`config.mk`:
```
export PLATFORM = sky130hd
export DESIGN_NAME = id_stage
export DESIGN_NICKNAME = d
export VERILOG_FILES = /design/src/rtl/id_stage.sv
export SDC_FILE = /design/constraint.sdc
export NUM_CORES = 1
export LEC_CHECK = 0
export ABC_AREA = 1
export CORE_ASPECT_RATIO = 1.1
export CORE_MARGIN = 2
export CORE_UTILIZATION = 40
export CTS_CLUSTER_DIAMETER = 40
export DETAILED_ROUTE_END_ITERATION = 8
export GPL_TIMING_DRIVEN = 0
export PLACE_DENSITY = 0.8
export SLEW_MARGIN = 40
export SYNTH_ARGS = -nofsm -noshare
export SYNTH_HDL_FRONTEND = slang
export SYNTH_SLANG_ARGS = --single-unit
export TNS_END_PERCENT = 1
```
`constraint.sdc`:
```
create_clock -name clk -period 2 [get_ports clk]
set_input_delay 0.4 -clock clk [delete_from_list [all_inputs] [get_ports clk]]
set_output_delay 0.4 -clock clk [all_outputs]
set_load 0.005 [all_outputs]
```
`src/rtl/id_stage.sv`:
```
// id_stage: RV32I decode / operand fetch; owns the ID/EX pipeline register.
// Latency: 1 cycle from accept to out_valid; 1 instr/cycle without hazards or stalls.
// Backpressure: ID/EX holds while out_valid && !out_ready; a load-use hazard drops in_ready for one bubble.
module id_stage #(
    parameter bit BYPASS_EN = 1'b1
) (
    input  logic        clk,
    input  logic        rst,
    input  logic        flush,
    input  logic        in_valid,
    output logic        in_ready,
    input  logic [31:0] in_instr,
    input  logic [31:0] in_pc,
    output logic [4:0]  rf_rs1,
    output logic [4:0]  rf_rs2,
    input  logic [31:0] rf_rd1,
    input  logic [31:0] rf_rd2,
    input  logic        wb_we,
    input  logic [4:0]  wb_rd,
    input  logic [31:0] wb_wd,
    output logic        out_valid,
    input  logic        out_ready,
    output logic [31:0] out_pc,
    output logic [31:0] out_rs1_val,
    output logic [31:0] out_rs2_val,
    output logic [31:0] out_imm,
    output logic [4:0]  out_rs1,
    output logic [4:0]  out_rs2,
    output logic [4:0]  out_rd,
    output logic [6:0]  out_opcode,
    output logic [2:0]  out_funct3,
    output logic        out_funct7b5,
    output logic        out_is_load,
    output logic        out_wen,
    output logic        out_illegal
);

    localparam logic [6:0] OP_LOAD   = 7'b0000011;
    localparam logic [6:0] OP_IMM    = 7'b0010011;
    localparam logic [6:0] OP_JALR   = 7'b1100111;
    localparam logic [6:0] OP_STORE  = 7'b0100011;
    localparam logic [6:0] OP_BRANCH = 7'b1100011;
    localparam logic [6:0] OP_LUI    = 7'b0110111;
    localparam logic [6:0] OP_AUIPC  = 7'b0010111;
    localparam logic [6:0] OP_JAL    = 7'b1101111;
    localparam logic [6:0] OP_REG    = 7'b0110011;

    typedef enum logic [2:0] {FMT_I, FMT_S, FMT_B, FMT_U, FMT_J, FMT_R, FMT_X} fmt_e;

    // Everything EX needs from this stage, registered as one word.
    typedef struct packed {
        logic [31:0] pc;
        logic [31:0] rs1_val;
        logic [31:0] rs2_val;
        logic [31:0] imm;
        logic [4:0]  rs1;
        logic [4:0]  rs2;
        logic [4:0]  rd;
        logic [6:0]  opcode;
        logic [2:0]  funct3;
        logic        funct7b5;
        logic        is_load;
        logic        wen;
        logic        illegal;
    } idex_t;

    logic [6:0]  opcode;
    logic [4:0]  rs1;
    logic [4:0]  rs2;
    logic [4:0]  rd;
    fmt_e        fmt;
    logic [31:0] imm;
    logic        uses_rs1;
    logic        uses_rs2;
    logic [31:0] rs1_val;
    logic [31:0] rs2_val;
    logic        hazard;

    idex_t       idex_d;
    idex_t       idex_q;
    logic        out_valid_d;
    logic        out_valid_q;

    assign opcode = in_instr[6:0];
    assign rs1    = in_instr[19:15];
    assign rs2    = in_instr[24:20];
    assign rd     = in_instr[11:7];

    // Regfile addresses come straight from the instruction word, valid or not.
    assign rf_rs1 = rs1;
    assign rf_rs2 = rs2;

    // Classify the opcode into an encoding format; unknown opcodes are illegal.
    always_comb begin
        fmt = FMT_X;
        case (opcode)
            OP_LOAD, OP_IMM, OP_JALR: fmt = FMT_I;
            OP_STORE:                 fmt = FMT_S;
            OP_BRANCH:                fmt = FMT_B;
            OP_LUI, OP_AUIPC:         fmt = FMT_U;
            OP_JAL:                   fmt = FMT_J;
            OP_REG:                   fmt = FMT_R;
            default:                  fmt = FMT_X;
        endcase
    end

    assign uses_rs1 = (fmt != FMT_U) && (fmt != FMT_J);
    assign uses_rs2 = (fmt == FMT_R) || (fmt == FMT_S) || (fmt == FMT_B);

    // Assemble the sign-extended immediate for the decoded format.
    always_comb begin
        imm = '0;
        case (fmt)
            FMT_I:   imm = {{20{in_instr[31]}}, in_instr[31:20]};
            FMT_S:   imm = {{20{in_instr[31]}}, in_instr[31:25], in_instr[11:7]};
            FMT_B:   imm = {{19{in_instr[31]}}, in_instr[31], in_instr[7],
                            in_instr[30:25], in_instr[11:8], 1'b0};
            FMT_U:   imm = {in_instr[31:12], 12'b0};
            FMT_J:   imm = {{11{in_instr[31]}}, in_instr[31], in_instr[19:12],
                            in_instr[20], in_instr[30:21], 1'b0};
            default: imm = '0;
        endcase
    end

    // Operand 1: x0 reads zero, otherwise same-cycle writeback wins over the regfile.
    always_comb begin
        rs1_val = rf_rd1;
        if (rs1 == 5'd0) begin
            rs1_val = '0;
        end else if (BYPASS_EN && wb_we && (wb_rd == rs1)) begin
            rs1_val = wb_wd;
        end
    end

    // Operand 2: same selection as operand 1.
    always_comb begin
        rs2_val = rf_rd2;
        if (rs2 == 5'd0) begin
            rs2_val = '0;
        end else if (BYPASS_EN && wb_we && (wb_rd == rs2)) begin
            rs2_val = wb_wd;
        end
    end

    // A load in ID/EX cannot forward to the instruction right behind it; hold it one cycle.
    assign hazard = in_valid && out_valid_q && idex_q.is_load && (idex_q.rd != 5'd0) &&
                    ((uses_rs1 && (rs1 == idex_q.rd)) || (uses_rs2 && (rs2 == idex_q.rd)));

    // Flush always drains ID so a killed instruction never blocks fetch.
    assign in_ready = flush || ((!out_valid_q || out_ready) && !hazard);

    // Next ID/EX contents: flush kills, accept loads, drain leaves a bubble, else hold.
    always_comb begin
        idex_d      = idex_q;
        out_valid_d = out_valid_q;
        if (flush) begin
            out_valid_d = 1'b0;
        end else if (in_valid && in_ready) begin
            out_valid_d      = 1'b1;
            idex_d.pc        = in_pc;
            idex_d.rs1_val   = rs1_val;
            idex_d.rs2_val   = rs2_val;
            idex_d.imm       = imm;
            idex_d.rs1       = rs1;
            idex_d.rs2       = rs2;
            idex_d.rd        = rd;
            idex_d.opcode    = opcode;
            idex_d.funct3    = in_instr[14:12];
            idex_d.funct7b5  = in_instr[30];
            idex_d.is_load   = (opcode == OP_LOAD);
            idex_d.illegal   = (fmt == FMT_X);
            idex_d.wen       = (fmt != FMT_S) && (fmt != FMT_B) && (fmt != FMT_X) &&
                               (rd != 5'd0);
        end else if (out_ready) begin
            out_valid_d = 1'b0;
        end
    end

    // ID/EX register with synchronous clear.
    always_ff @(posedge clk) begin
        if (rst) begin
            idex_q      <= '0;
            out_valid_q <= 1'b0;
        end else begin
            idex_q      <= idex_d;
            out_valid_q <= out_valid_d;
        end
    end

    assign out_valid    = out_valid_q;
    assign out_pc       = idex_q.pc;
    assign out_rs1_val  = idex_q.rs1_val;
    assign out_rs2_val  = idex_q.rs2_val;
    assign out_imm      = idex_q.imm;
    assign out_rs1      = idex_q.rs1;
    assign out_rs2      = idex_q.rs2;
    assign out_rd       = idex_q.rd;
    assign out_opcode   = idex_q.opcode;
    assign out_funct3   = idex_q.funct3;
    assign out_funct7b5 = idex_q.funct7b5;
    assign out_is_load  = idex_q.is_load;
    assign out_wen      = idex_q.wen;
    assign out_illegal  = idex_q.illegal;

endmodule

```
### Yosys cells after proc, flatten, opt, wreduce, memory -nomap -nowiden

Index checks and enable logic that the tools add are counted.

* equal/unequal tests: 24
* reduce and logical (&&, ||, !) cells: 31
* bitwise operators: 1
* multiplexer cells: 8

Operators with widths (count)
* 32-bit one-hot mux with 5 select lines: 1
* 32-bit 2-to-1 mux: 4
* 7-bit by 6-bit equality test with 1-bit output (second input constant): 3
* 7-bit equality test (second input constant): 3
* 5-bit equality test: 4
* 3-bit one-hot mux with 6 select lines: 1
* 7-bit by 5-bit equality test with 1-bit output (second input constant): 2
* 1-bit logical AND: 14
* 5-bit logical NOT: 2
* 5-bit nonzero test: 2
* 3-bit equality test (second input constant): 3
* 7-bit by 2-bit equality test with 1-bit output (second input constant): 1
* 3-bit by 2-bit equality test with 1-bit output (second input constant): 2
* 3-bit by 2-bit inequality test with 1-bit output (second input constant): 2
* 3-bit inequality test (second input constant): 2
* 1-bit logical OR: 5
* 2-bit OR reduction: 2
* 3-bit by 1-bit equality test with 1-bit output (second input constant): 1
* 3-bit logical NOT: 1
* 3-bit by 1-bit inequality test with 1-bit output (second input constant): 1
* 3-bit OR reduction: 1
* 1-bit logical NOT: 2
* 1-bit 2-to-1 mux: 2
* 2-bit AND reduction: 1
* 2 further kinds: 2

* logic and storage cells: 78
* bits in registers: 158
* output and inout port bits: 169

### Longest topological paths before layout

Gate-level depths: netlist of the first run.

* depth in word-level cells: 14
* depth in mapped cells: 15
* depth with buffers taken out: 13

### Least setup slack after synthesis of the first run

Ideal clock, no wire load.

* kind: input port to flip-flop
* start point: input in_instr[4]
* end point: register idex_q (netlist bit out_imm[22])
* cell stages on the path: 14
* required time: 1886 ps
* data arrival time: 1732 ps
* setup slack: 154 ps
* buffers on the path: 2
* cell sequence: inv_1 nand2_1 nor2_4 nand2_2 nand2_2 inv_2 nand3_1 nand2_1 nand2_2 nand4_4 buf_2 buf_2 o21bai_1 nor2_1

* cells in the longest elaborated chain, start to end: 14
* elaborated cells between the ends (all ways): 33

Ends and longest elaborated chain
* from (decl): RTL line 12 `input logic [31:0] in_instr,`
* 7-bit by 2-bit equality test with 1-bit output (tied with other cells): RTL line 96 `case (opcode)`
* 3-bit OR reduction or 2-bit OR reduction (tied branches): RTL line 96
* 3-bit one-hot mux with 6 select lines (*): RTL line 96
* 3-bit equality test or 3-bit by 1-bit equality test with 1-bit output (tied branches): RTL line 108, 113
* 1-bit logical OR (2 in series): RTL line 108 `assign uses_rs2 = (fmt == FMT_R) || (fmt == FMT_S) || (fmt == FMT_B);`
* 1-bit logical AND: RTL line 147 `((uses_rs1 && (rs1 == idex_q.rd)) || (uses_rs2 && (rs2 == idex_q.rd)));`
* 1-bit logical OR: RTL line 147
* 1-bit logical AND: RTL line 146 `assign hazard = in_valid && out_valid_q && idex_q.is_load && (idex_q.rd != 5'd0) &&`
* 1-bit logical NOT: RTL line 150 `assign in_ready = flush || ((!out_valid_q || out_ready) && !hazard);`
* 1-bit logical AND: RTL line 150
* 1-bit logical OR: RTL line 150
* 1-bit logical AND: RTL line 158 `end else if (in_valid && in_ready) begin`
* 2-bit AND reduction (no line)
* to (signal assigned): RTL line 185 `idex_q <= idex_d;`
* to (decl): RTL line 80 `idex_t idex_q;`

Mark *: on every way between the ends. The rest lies on a longest branch, timed or not.
A chain may end at the register's enable or synchronous reset.

### Worst setup path after layout of the first run

* start point: input in_instr[17]
* end point: output in_ready

* cells in the longest elaborated chain, start to end: 7

Ends and longest elaborated chain
* 5-bit equality test: RTL line 147
* 1-bit logical AND: RTL line 147
* 1-bit logical OR: RTL line 147
* 1-bit logical AND: RTL line 146
* 1-bit logical NOT: RTL line 150
* 1-bit logical AND: RTL line 150
* 1-bit logical OR: RTL line 150
* to (decl): RTL line 11 `output logic in_ready,`

No other way between the ends.

==> summary.md, run 1 <==
| Metric | Value |
|---|---|
| Status | `complete, but fails checks` |
| Failing checks | `setup timing` |
| Pre-CTS setup slack | `-1.10 ns` |
| Post-Synthesis Cells | `1,372` |
| Part of the cycle the worst path needs | `105%` |
| Peak supply drop | `0.606 mV` |
| Row count | `55` |
| Critical Path Sink | `in_ready` |
| RSZ-0062 raised after global routing | `yes` |
| Multi-input logic area | `approximately 4000 um2` |
| Slew @ Worst Pin | `around 0.7 ns` |
| Final Hold Vio Count | `0` |
| WP data arrival | `~1.7 ns` |
| FILL cells | `around 1,900` |
| Adder-Cell Fraction of Synth Area | `0%` |
| CTS tree | `yes` |
| FF-to-FF Start | `out_rd[4]$_SDFFE_PP0P_` |
| Setup crit end kind | `output port` |
| Routed wire length | `30.9 mm` |
| Max-cap violation count | `0` |
| Total Die Area | `roughly 22,000 um2` |
| Final Setup Violations | `~120` |
| CTS Sinks | `~160` |
| Seq/Total Area, Yosys | `approximately two fifths` |
| XOR/XNOR share of the synthesized area | `0.632%` |
| Post-layout min period | `2.09 ns` |
| Post-Syn Nets | `around 1,500` |
| Avg Cell Area, Syn | `6.06 um2` |
| Yosys reg bits | `158` |
| Mapped Area | `just over 8000 um2` |
| Simple-gate share of the synthesized area | `32.9%` |
| Worst reg2reg path depth | `13` |
| Vias | `9,636` |
| Vias/cell | `between 4 and 5` |
| Worst R2R End | `out_imm[15]$_SDFFE_PP0P_` |
| Placer congestion estimate | `around 0.89` |
| R2r setup slk | `0.03 ns` |
| Initial Utilization | `40.5%` |
| Maximum clock rate | `478 MHz` |
| Cts bufs inserted | `17` |
| PD cells | `slightly below 700 nW/um2` |
| Tot GR Track Use | `27.3%` |
| Die Width | `between 100 and 150 um` |
| CP Launch Type | `input port` |
| Area post-placement | `12,000 um2` |
| Initial DRC count | `approximately 550` |
| Clk_lat worst skew | `around 0.44 ns` |
| Compound-Gate Fraction of Synth Area | `between 10% and 20%` |
| Clock Skew | `about 0.012 ns` |
| Slew Limit Fails | `0` |
| H-tree Lvls | `4` |
| Worst-path fanout max | `5` |
| Worst Hold Depth | `3` |
| Crit Path Class | `input port to output port` |
| DP HPWL | `between 20 and 25 mm` |
| # DRC | `0` |
| First-pass DRT Iterations | `6` |
| Fraction of layout cells with a size suffix above 1 | `under 10%` |
| Slew margin rel. | `between 50% and 60%` |
| Largest family of logic cells by synthesized area | `simple AND/OR/NAND/NOR gates` |
| Crit path from | `in_instr[17]` |
| Sequential cell area | `roughly 3200 um2` |
| Worst min path class | `input port to flop` |
| Vias in the first global route | `9,013` |
| Yosys warnings | `0` |
| Final ANT Viol Nets | `0` |
| Root buf cell | `clkbuf_16` |
| Setup WS post-layout | `-0.0938 ns` |
| Total negative slack | `-3.13 ns` |
| P_leak | `~0.0064 uW` |
| Largest net degree at the start of global routing | `17` |
| Initial antenna violation count | `0` |
| Worst-path clk slew | `about 0.07 ns` |
| First-pass GRT wire length | `between 40 and 50 mm` |
| Multiplexer area fraction after synthesis | `0%` |
| # diodes | `0` |
| Avg WL per Cell | `roughly 15 um` |
| Netlist cell types | `30` |
| Layout Cell Area excl Fill | `~13,000 um2` |
| Core Region | `just over 20,000 um2` |
| Clock Path Buffers | `2` |
| Critical Path RT | `approximately 1.6 ns` |
| Chip height | `about 160 um` |
| Final #Nets | `between 1,500 and 2,000` |
| Gr ovfl total | `0` |
| Area growth syn-to-layout | `55.0%` |
| Ports | `340` |
| IO Port Bufs | `~340` |
-- stage by stage --
| step | power [uW] | hold WS (ns) | utilization, % | cells |
|---|---|---|---|---|
| after detailed placement | 5400 | 0.498 | 58.6 | 1966 |
| after floorplan | 4320 | 0.504 | - | 1372 |
| after CTS | 8920 | 0.360 | 62.5 | 2006 |
| after global routing | 9280 | 0.386 | 62.8 | 2006 |
| after global placement | 5370 | 0.496 | 58.6 | 1966 |
| final | 8890 | 0.364 | 62.8 | 2006 |
-- worst min-delay path by stage --
stage                        startpoint                         end  slack [ns]
6_report                    in_instr[0]  out_opcode[0]$_SDFFE_PP0P_        0.36
5_1_grt                     in_instr[0]  out_opcode[0]$_SDFFE_PP0P_        0.39
4_1_cts                     in_instr[0]  out_opcode[0]$_SDFFE_PP0P_        0.36
3_5_place_dp   out_imm[20]$_SDFFE_PP0P_    out_imm[20]$_SDFFE_PP0P_        0.50
3_3_place_gp    out_rs1[1]$_SDFFE_PP0P_     out_rs1[1]$_SDFFE_PP0P_        0.50
2_1_floorplan   out_imm[0]$_SDFFE_PP0P_     out_imm[0]$_SDFFE_PP0P_        0.50
-- report_power, final --
part	leakage, uW	switching, uW	internal (uW)
Sequential	0.00130	119	3370
Combinational	0.00475	889	1010
Clock	0.000305	1490	2010
-- timing repair --
action / CTS / global route
resized for setup: 91 / 30
endpoints found under the hold margin: 0 / 0
cloned: 0 / 0
setup endpoints to repair: 168 / 158
hold buffers: 0 / 0
pin swaps: 10 / 3
setup buffers: 8 / 0
-- sequential cells by signal (all words and copies together) (netlist names) --
name          cells
out_imm          32
out_pc           32
out_rs1_val      32
out_rs2_val      32
out_opcode        7
out_rd            5
out_rs1           5
out_rs2           5
out_funct3        3
out_funct7b5      1
out_illegal       1
out_is_load       1
out_valid         1
out_wen           1
-- cell families (layout without fill, tap and decap cells) --
logic type / count (synthesis) / in the layout
simple gates: 692 / 692
buf+inv: 332 / 710
compound gates: 184 / 184
flops: 158 / 158
xor+xnor: 6 / 6
-- area by class of cell --
type                            count  area share (%)
Sequential cell                   158            24.6
Clock inverter                     15            1.53
Timing Repair Buffer              346            26.7
Inverter                          248            7.22
Buffer                             84            3.81
Tap cell                          256            2.49
Clock buffer                       17            3.30
Multi-Input combinational cell    882            30.3
-- placed cells by master (no fill, tap or decap), types with 5 or more instances in the layout --
cell type / Yosys / layout
a21oi_1: 75 / 71
buf_2: 29 / 10
buf_4: 11 / 25
clkbuf_1: 43 / 28
clkbuf_16: 0 / 17
clkbuf_2: 0 / 13
clkbuf_4: 0 / 12
clkdlybuf4s15_2: 0 / 7
clkdlybuf4s50_1: 0 / 320
dfxtp_1: 158 / 153
dlygate4sd2_1: 0 / 8
inv_1: 244 / 239
inv_2: 3 / 8
inv_6: 0 / 6
nand2_1: 401 / 393
nand2_2: 3 / 10
nand3_1: 13 / 10
nand4_1: 21 / 21
nor2_1: 241 / 239
nor3_1: 5 / 5
o2111ai_1: 7 / 7
o21ai_0: 64 / 63
o21bai_1: 26 / 26
o22ai_1: 6 / 6
-- cells in the mapped netlist (all sizes together) --
| master | instances | area, um2 |
|---|---|---|
| a21oi | 75 | 375 |
| a22oi | 4 | 30.0 |
| a31o | 1 | 8.76 |
| buf | 41 | 239 |
| clkbuf | 43 | 161 |
| clkinv | 1 | 3.75 |
| dfxtp | 158 | 3160 |
| inv | 247 | 927 |
| nand2 | 404 | 1520 |
| nand3 | 14 | 82.6 |
| nand4 | 22 | 153 |
| nor2 | 245 | 935 |
| nor2b | 1 | 6.26 |
| nor3 | 5 | 25.0 |
| nor3b | 1 | 7.51 |
| o2111ai | 7 | 61.3 |
| o21ai | 65 | 325 |
| o21bai | 26 | 195 |
| o22ai | 6 | 37.5 |
| xnor2 | 4 | 35.0 |
| xor2 | 2 | 17.5 |
-- worst max-delay path, stage by stage --
cell	delay, ns
dlygate4sd2_1	0.41
xnor2_1	0.16
nand2_1	0.07
nor2_1	0.12
nand3_2	0.09
nand2_2	0.11
nand2_2	0.07
nand2_1	0.07
nand2_2	0.06
buf_6	0.12
-- routing by layer --
metal | wire [um] | vias to the layer above | track usage (%)
met1 | 12500 | 4333 | 32.6
met4 | 1160 | 0 | 11.9
met2 | 14800 | 384 | 47.1
li1 | - | 4843 | -
met3 | 2450 | 76 | 6.06
met5 | 0 | - | 0
No activity file was read; power rests on OpenSTA's default activity.
==> inputs of run 2 (changes only) <==
--- a/config.mk
+++ b/config.mk
@@ -13,6 +13,7 @@
 export DETAILED_ROUTE_END_ITERATION = 8
 export GPL_TIMING_DRIVEN = 0
 export PLACE_DENSITY = 0.8
+export SKIP_CTS_REPAIR_TIMING = 1
 export SLEW_MARGIN = 40
 export SYNTH_ARGS = -nofsm -noshare
 export SYNTH_HDL_FRONTEND = slang
==> run 2 against run 1 <==
The flow still finishes with violations (setup timing). Clock power about the same. Hold slack got worse by 0.10 ns. Clock skew decreased by 0.00074 ns. Global-route usage decreased by 0.32 points. Non-clock buffer count unchanged. Sequential share of layout area increased by 0.050 points. Final area decreased by 0.20%. Total power decreased by 0.11%.
==> summary.md, run 2 (synthesized netlist as in run 1, its figures left out) <==
| Metric | Value |
|---|---|
| Vias in the first global route | `8,892 (was 9,013)` |
| DP HPWL | `23.6 mm (unchanged)` |
| Finished Layout Cells | `2,006 (unchanged)` |
| Peak supply drop | `0.596 mV (was 0.606 mV)` |
| RSZ-0062 raised after global routing | `yes (unchanged)` |
| Worst Hold Depth | `3 (unchanged)` |
| Total Die Area | `22,000 um2 (unchanged)` |
| FF-to-FF Start | `out_rd[3]$_SDFFE_PP0P_ (was out_rd[4]$_SDFFE_PP0P_)` |
| H-tree Lvls | `4 (unchanged)` |
| Row count | `55 (unchanged)` |
| Largest net degree at the start of global routing | `17 (unchanged)` |
| Initial antenna violation count | `0 (unchanged)` |
| Sw frac | `28.1% (about the same)` |
| R2r setup slk | `0 ns (was 0.03 ns)` |
| Slew Limit Fails | `0 (unchanged)` |
| CTS Sinks | `158 (unchanged)` |
| First-pass DRT Iterations | `5 (was 6)` |
| Hold path start | `in_instr[0] (unchanged)` |
| Worst min path class | `input port to flop (unchanged)` |
| Setup crit end kind | `output port (unchanged)` |
| Vias | `9,606 (was 9,636)` |
| Final #Nets | `1,908 (unchanged)` |
| Clk_lat worst skew | `0.44 ns (about the same)` |
| Worst-path fanout max | `4 (was 5)` |
| Most frequent cells in the layout | `393 x nand2_1, 320 x clkdlybuf4s50_1, 239 x inv_1, 239 x nor2_1, 153 x dfxtp_1 (unchanged)` |
| P_leak | `0.00646 uW (was 0.00636 uW)` |
| Failing checks | `setup timing (unchanged)` |
| Maximum clock rate | `474 MHz (was 478 MHz)` |
| Max-cap violation count | `0 (unchanged)` |
| Vias/cell | `4.79 (was 4.80)` |
| Core Region | `20,500 um2 (unchanged)` |
| Cts bufs inserted | `17 (unchanged)` |
| Die Width | `141 um (unchanged)` |
| Worst reg2reg path depth | `11 (was 13)` |
| IO Port Bufs | `338 (unchanged)` |
| Fraction of layout cells with a size suffix above 1 | `7.71% (was 8.29%)` |
| Gr ovfl total | `0 (unchanged)` |
| Root buf cell | `clkbuf_16 (unchanged)` |
| Worst hold margin | `0.263 ns (was 0.364 ns)` |
| Clock power share | `39.5% (about the same)` |
| Critical Path RT | `1.60 ns (about the same)` |
| Pre-CTS setup slack | `-1.10 ns (unchanged)` |
| Most common cell after layout, fill and taps aside | `nand2_1 (unchanged)` |
| Final total power | `8880 uW (was 8890 uW)` |
| Final ANT Viol Nets | `0 (unchanged)` |
| Crit path from | `out_rd[3]$_SDFFE_PP0P_ (was in_instr[17])` |
| Switching Power | `2490 uW (was 2500 uW)` |
| Initial Utilization | `40.5% (unchanged)` |
| Ports | `340 (unchanged)` |
| Area growth syn-to-layout | `54.7% (was 55.0%)` |
| Tot GR Track Use | `27.0% (was 27.3%)` |
| Routed wire length | `30.9 mm (about the same)` |
| Initial DRC count | `592 (was 545)` |
| Setup WS post-layout | `-0.112 ns (was -0.0938 ns)` |
| First-pass GRT wire length | `46.5 mm (was 47.0 mm)` |
| Worst Hold End | `out_opcode[0]$_SDFFE_PP0P_ (unchanged)` |
| Part of the cycle the worst path needs | `106% (was 105%)` |
| PD cells | `690 nW/um2 (about the same)` |
| CP Launch Type | `flop (was input port)` |
| Cell total after placement | `1,966 (unchanged)` |
| Post-layout min period | `2.11 ns (was 2.09 ns)` |
| Final Setup Violations | `3 (was 123)` |
| Slew margin rel. | `52.6% (was 52.5%)` |
| Slew @ Worst Pin | `0.711 ns (was 0.713 ns)` |
| Final Hold Vio Count | `0 (unchanged)` |
| Clock Path Buffers | `2 (unchanged)` |
| Logic gate share of total power | `21.3% (about the same)` |
| # diodes | `0 (unchanged)` |
| Avg WL per Cell | `15.4 um (about the same)` |
| Worst-path clk slew | `0.07 ns (about the same)` |
| Clock Skew | `0.0114 ns (was 0.0121 ns)` |
| Crit Path Class | `flop to output port (was input port to output port)` |
| WP data arrival | `1.71 ns (was 1.69 ns)` |
| Chip height | `155 um (unchanged)` |
| Status | `complete, but fails checks (unchanged)` |
| Placer congestion estimate | `0.893 (unchanged)` |
| Total negative slack | `-0.119 ns (was -3.13 ns)` |
| Reg power frac | `39.3% (was 39.2%)` |
| Worst R2R End | `out_rs2_val[13]$_SDFFE_PP0P_ (was out_imm[15]$_SDFFE_PP0P_)` |
| CTS tree | `yes (unchanged)` |
| Int Power | `6380 uW (was 6390 uW)` |
| # DRC | `0 (unchanged)` |
==> run 2: worst max path at each step <==
stage | end | slack (ns) | cells past startpoint
2_1_floorplan | out_imm[22]$_SDFFE_PP0P_ | 0.15 | 14
3_3_place_gp | out_rs1_val[10]$_SDFFE_PP0P_ | -1.13 | 9
3_5_place_dp | out_rs1_val[28]$_SDFFE_PP0P_ | -1.10 | 9
4_1_cts | in_ready | -1.03 | 12
5_1_grt | in_ready | -0.20 | 12
6_report | in_ready | -0.11 | 9
==> run 2: worst max-delay path: stages (launching register included) <==
cell	delay, ns
dfxtp_4	0.35
buf_12	0.13
xor2_1	0.15
nor2_1	0.13
nand3_2	0.09
nand2_2	0.10
nand2_2	0.09
nand2_2	0.07
nand2_2	0.06
buf_6	0.12
==> run 2: power groups by stage <==
| stage | clock network, uW | registers (uW) | logic, uW |
|---|---|---|---|
| after floorplan | 0 | 3560 | 756 |
| after global placement | 0 | 3550 | 1820 |
| after detailed placement | 0 | 3550 | 1840 |
| after CTS | 3550 | 3480 | 1860 |
| after global routing | 3690 | 3510 | 2080 |
| final | 3500 | 3490 | 1890 |
==> run 2: per-stage QoR <==
step / utilization [%] / instance area [um2]
after floorplan: - / 8310
after global routing: 62.7 / 12900
after global placement: 58.6 / 12000
final: 62.7 / 12900
after detailed placement: 58.6 / 12000
after CTS: 61.6 / 12600
==> run 2: layout make-up <==
| cell class | instances | area, um2 |
|---|---|---|
| buffer | 84 | 433 |
| clock buffer | 17 | 425 |
| clock inverter | 15 | 198 |
| fill | 1916 | 7650 |
| inverter | 248 | 931 |
| multi-input combinational | 882 | 3890 |
| sequential | 158 | 3170 |
| tap | 256 | 320 |
| timing repair buffer | 346 | 3480 |
==> run 2: routing by layer <==
metal	vias to the layer above	global-route usage, %	share of wire [%]
met4	0	11.8	3.9
met5	-	0	0
met3	76	6.22	8.0
met2	389	46.0	48
li1	4845	-	-
met1	4296	32.4	40
==> inputs of run 3 (changes only) <==
--- a/config.mk
+++ b/config.mk
@@ -7,12 +7,12 @@
 export LEC_CHECK = 0
 export ABC_AREA = 1
 export CORE_ASPECT_RATIO = 1.1
-export CORE_MARGIN = 2
 export CORE_UTILIZATION = 40
 export CTS_CLUSTER_DIAMETER = 40
 export DETAILED_ROUTE_END_ITERATION = 8
 export GPL_TIMING_DRIVEN = 0
 export PLACE_DENSITY = 0.8
+export RECOVER_POWER = 25
 export SKIP_CTS_REPAIR_TIMING = 1
 export SLEW_MARGIN = 40
 export SYNTH_ARGS = -nofsm -noshare
==> constraint.sdc (replaced) <==
create_clock -name clk -period 2.2 [get_ports clk]
set_input_delay 0.44 -clock clk [delete_from_list [all_inputs] [get_ports clk]]
set_output_delay 0.44 -clock clk [all_outputs]
set_load 0.005 [all_outputs]
==> run 3 against run 2 <==
The run now ends clean. First-iteration DRC count rose by 12%. Die area down 2.7%. Sequential cell count unchanged. Cell count down 0.30%. Sequential power is 9.2% lower. Via count decreased by 1.3%.
==> summary.md, run 3 (synthesized netlist as in run 1, its figures left out) <==
| Metric | Value |
|---|---|
| Routed wire length | `30.4 mm (was 30.9 mm)` |
| Clock power share | `37.5% (was 39.5%)` |
| Initial Utilization | `41.4% (was 40.5%)` |
| Worst-path clk slew | `0.08 ns (was 0.07 ns)` |
| Final total power | `7800 uW (was 8880 uW)` |
| Setup WS post-layout | `0.00617 ns (was -0.112 ns)` |
| Clk_lat worst skew | `0.44 ns (about the same)` |
| Tot GR Track Use | `27.8% (was 27.0%)` |
| Clock Path Buffers | `2 (unchanged)` |
| Largest net degree at the start of global routing | `18 (was 17)` |
| Slew margin rel. | `58.0% (was 52.6%)` |
| Crit path from | `in_instr[4] (was out_rd[3]$_SDFFE_PP0P_)` |
| Vias in the first global route | `8,789 (was 8,892)` |
| Worst R2R End | `out_opcode[3]$_SDFFE_PP0P_ (was out_rs2_val[13]$_SDFFE_PP0P_)` |
| Reg power frac | `40.6% (was 39.3%)` |
| CP Launch Type | `input port (was flop)` |
| PD cells | `612 nW/um2 (was 690 nW/um2)` |
| Final ANT Viol Nets | `0 (unchanged)` |
| Pre-CTS setup slack | `-0.862 ns (was -1.10 ns)` |
| Worst hold margin | `0.356 ns (was 0.263 ns)` |
| Placer congestion estimate | `0.915 (was 0.893)` |
| Critical Path RT | `1.76 ns (was 1.60 ns)` |
| Die Width | `139 um (was 141 um)` |
| Vias | `9,482 (was 9,606)` |
| Area growth syn-to-layout | `53.3% (was 54.7%)` |
| Final Hold Vio Count | `0 (unchanged)` |
| DP HPWL | `23.6 mm (about the same)` |
| Chip height | `153 um (was 155 um)` |
| Avg WL per Cell | `15.2 um (was 15.4 um)` |
| Post-layout min period | `2.19 ns` |
| CTS tree | `yes (unchanged)` |
| Hold path start | `in_instr[0] (unchanged)` |
| Initial DRC count | `665 (was 592)` |
| Root buf cell | `clkbuf_16 (unchanged)` |
| Worst reg2reg path depth | `12 (was 11)` |
| Peak supply drop | `0.556 mV (was 0.596 mV)` |
| First-pass DRT Iterations | `5 (unchanged)` |
| P_leak | `0.00641 uW (was 0.00646 uW)` |
| Worst Hold Depth | `3 (unchanged)` |
| Fraction of layout cells with a size suffix above 1 | `6.64% (was 7.71%)` |
| FF-to-FF Start | `out_rd[4]$_SDFFE_PP0P_ (was out_rd[3]$_SDFFE_PP0P_)` |
| Most common cell after layout, fill and taps aside | `nand2_1 (unchanged)` |
| R2r setup slk | `0.19 ns (was 0 ns)` |
| Row count | `54 (was 55)` |
| Int Power | `5470 uW (was 6380 uW)` |
| Crit Path Class | `input port to output port (was flop to output port)` |
| Vias/cell | `4.74 (was 4.79)` |
| Core Region | `20,100 um2 (was 20,500 um2)` |
| Slew Limit Fails | `0 (unchanged)` |
| Total Die Area | `21,400 um2 (was 22,000 um2)` |
| Final Setup Violations | `0 (was 3)` |
| Finished Layout Cells | `2,000 (was 2,006)` |
| Initial antenna violation count | `2 (was 0)` |
| Fin util | `63.5% (was 62.7%)` |
| FILL cells | `1,840 (was 1,916)` |
| Cts bufs inserted | `17 (unchanged)` |
| First-pass GRT wire length | `46.2 mm (was 46.5 mm)` |
| Clock Skew | `0.00983 ns (was 0.0114 ns)` |
| Maximum clock rate | `456 MHz` |
| Cell total after placement | `1,962 (was 1,966)` |
| Part of the cycle the worst path needs | `between 90 and 100%` |
| Gr ovfl total | `0 (unchanged)` |
| Slew @ Worst Pin | `0.630 ns (was 0.711 ns)` |
| Setup crit end kind | `output port (unchanged)` |
| Worst min path class | `input port to flop (unchanged)` |
| Status | `finished, final reports clean (was complete, but fails checks)` |
| Most frequent cells in the layout | `395 x nand2_1, 320 x clkdlybuf4s50_1, 240 x inv_1 (was 393 x nand2_1, 320 x clkdlybuf4s50_1, 239 x inv_1, 239 x nor2_1, 153 x dfxtp_1)` |
| IO Port Bufs | `338 (unchanged)` |
| WP data arrival | `1.75 ns (was 1.71 ns)` |
| Sw frac | `29.8% (was 28.1%)` |
| RSZ-0062 raised after global routing | `yes (unchanged)` |
| Ports | `340 (unchanged)` |
| Max-cap violation count | `0 (unchanged)` |
| # DRC | `0 (unchanged)` |
| Worst-path fanout max | `5 (was 4)` |
| Logic gate share of total power | `21.9% (was 21.3%)` |
| Switching Power | `2330 uW (was 2490 uW)` |
| Worst Hold End | `out_opcode[0]$_SDFFE_PP0P_ (unchanged)` |
| Final #Nets | `1,904 (was 1,908)` |
| CTS Sinks | `158 (unchanged)` |
| H-tree Lvls | `4 (unchanged)` |
==> run 3: cell count changes in the layout (fill, tap and decap cells not counted), moves of 2 or more <==
cell       before  now
clkbuf_1       31   35
bufinv_16       3    0
nand3_2         3    1
diode_2         0    2
nand2_2         9    6
nand2_1       393  395
buf_4          18   16
dfxtp_1       153  157
clkbuf_4        2    0
dfxtp_2         4    0
buf_6           4    1
inv_8           3    5
==> run 3: cell type report <==
cell class,instances,area [um2],share of cell area [%]
Antenna cell,2,5.00,0.0393
Buffer,84,412,3.23
Clock buffer,17,425,3.34
Clock inverter,15,143,1.12
Inverter,248,931,7.31
Multi-Input combinational cell,882,3900,30.6
Sequential cell,158,3170,24.9
Tap cell,252,315,2.47
Timing Repair Buffer,342,3440,27.0
==> run 3: power groups by stage <==
| stage | Sequential, uW | Combinational, uW | Clock [uW] |
|---|---|---|---|
| finish | 3170 | 1700 | 2930 |
| global route | 3190 | 1870 | 3090 |
| CTS | 3170 | 1690 | 2960 |
| detailed placement | 3230 | 1670 | 0 |
| global placement | 3220 | 1660 | 0 |
| floorplan | 3240 | 688 | 0 |
==> run 3: worst max path at each step <==
stage | slack (ns) | depth (start not counted) | endpoint
floorplan | 0.31 | 14 | out_imm[22]$_SDFFE_PP0P_
global placement | -0.84 | 12 | in_ready
detailed placement | -0.86 | 10 | out_rs1_val[28]$_SDFFE_PP0P_
CTS | -0.86 | 12 | in_ready
global route | -0.09 | 12 | in_ready
finish | 0.006 | 13 | in_ready
==> run 3: per-layer routing <==
layer | up-vias | global-route usage [%] | share of wire (%)
li1 | 4827 | - | -
met1 | 4216 | 32.7 | 40
met2 | 371 | 47.5 | 48
met3 | 68 | 6.58 | 7.7
met4 | 0 | 13.3 | 3.6
met5 | - | 0 | 0
==> run 3: metrics by stage <==
stage,cell area [um2],TNS [ns]
2_1_floorplan,8310,0
3_3_place_gp,12000,-109.15
3_5_place_dp,12000,-115.50
4_1_cts,12600,-44.93
5_1_grt,12700,-0.172
6_report,12700,0
==> run 3: critical path, stage by stage <==
cell and delay (ns):
dlymetal6s2s_1 0.16, inv_2 0.11, nand2_2 0.08, nor2_4 0.12, nand2_2 0.10, nand2_4 0.12
inv_2 0.07, nand3_1 0.12, nand2_2 0.10, nand2_2 0.09, nand2_1 0.05, nand2_1 0.07
clkbuf_2 0.13
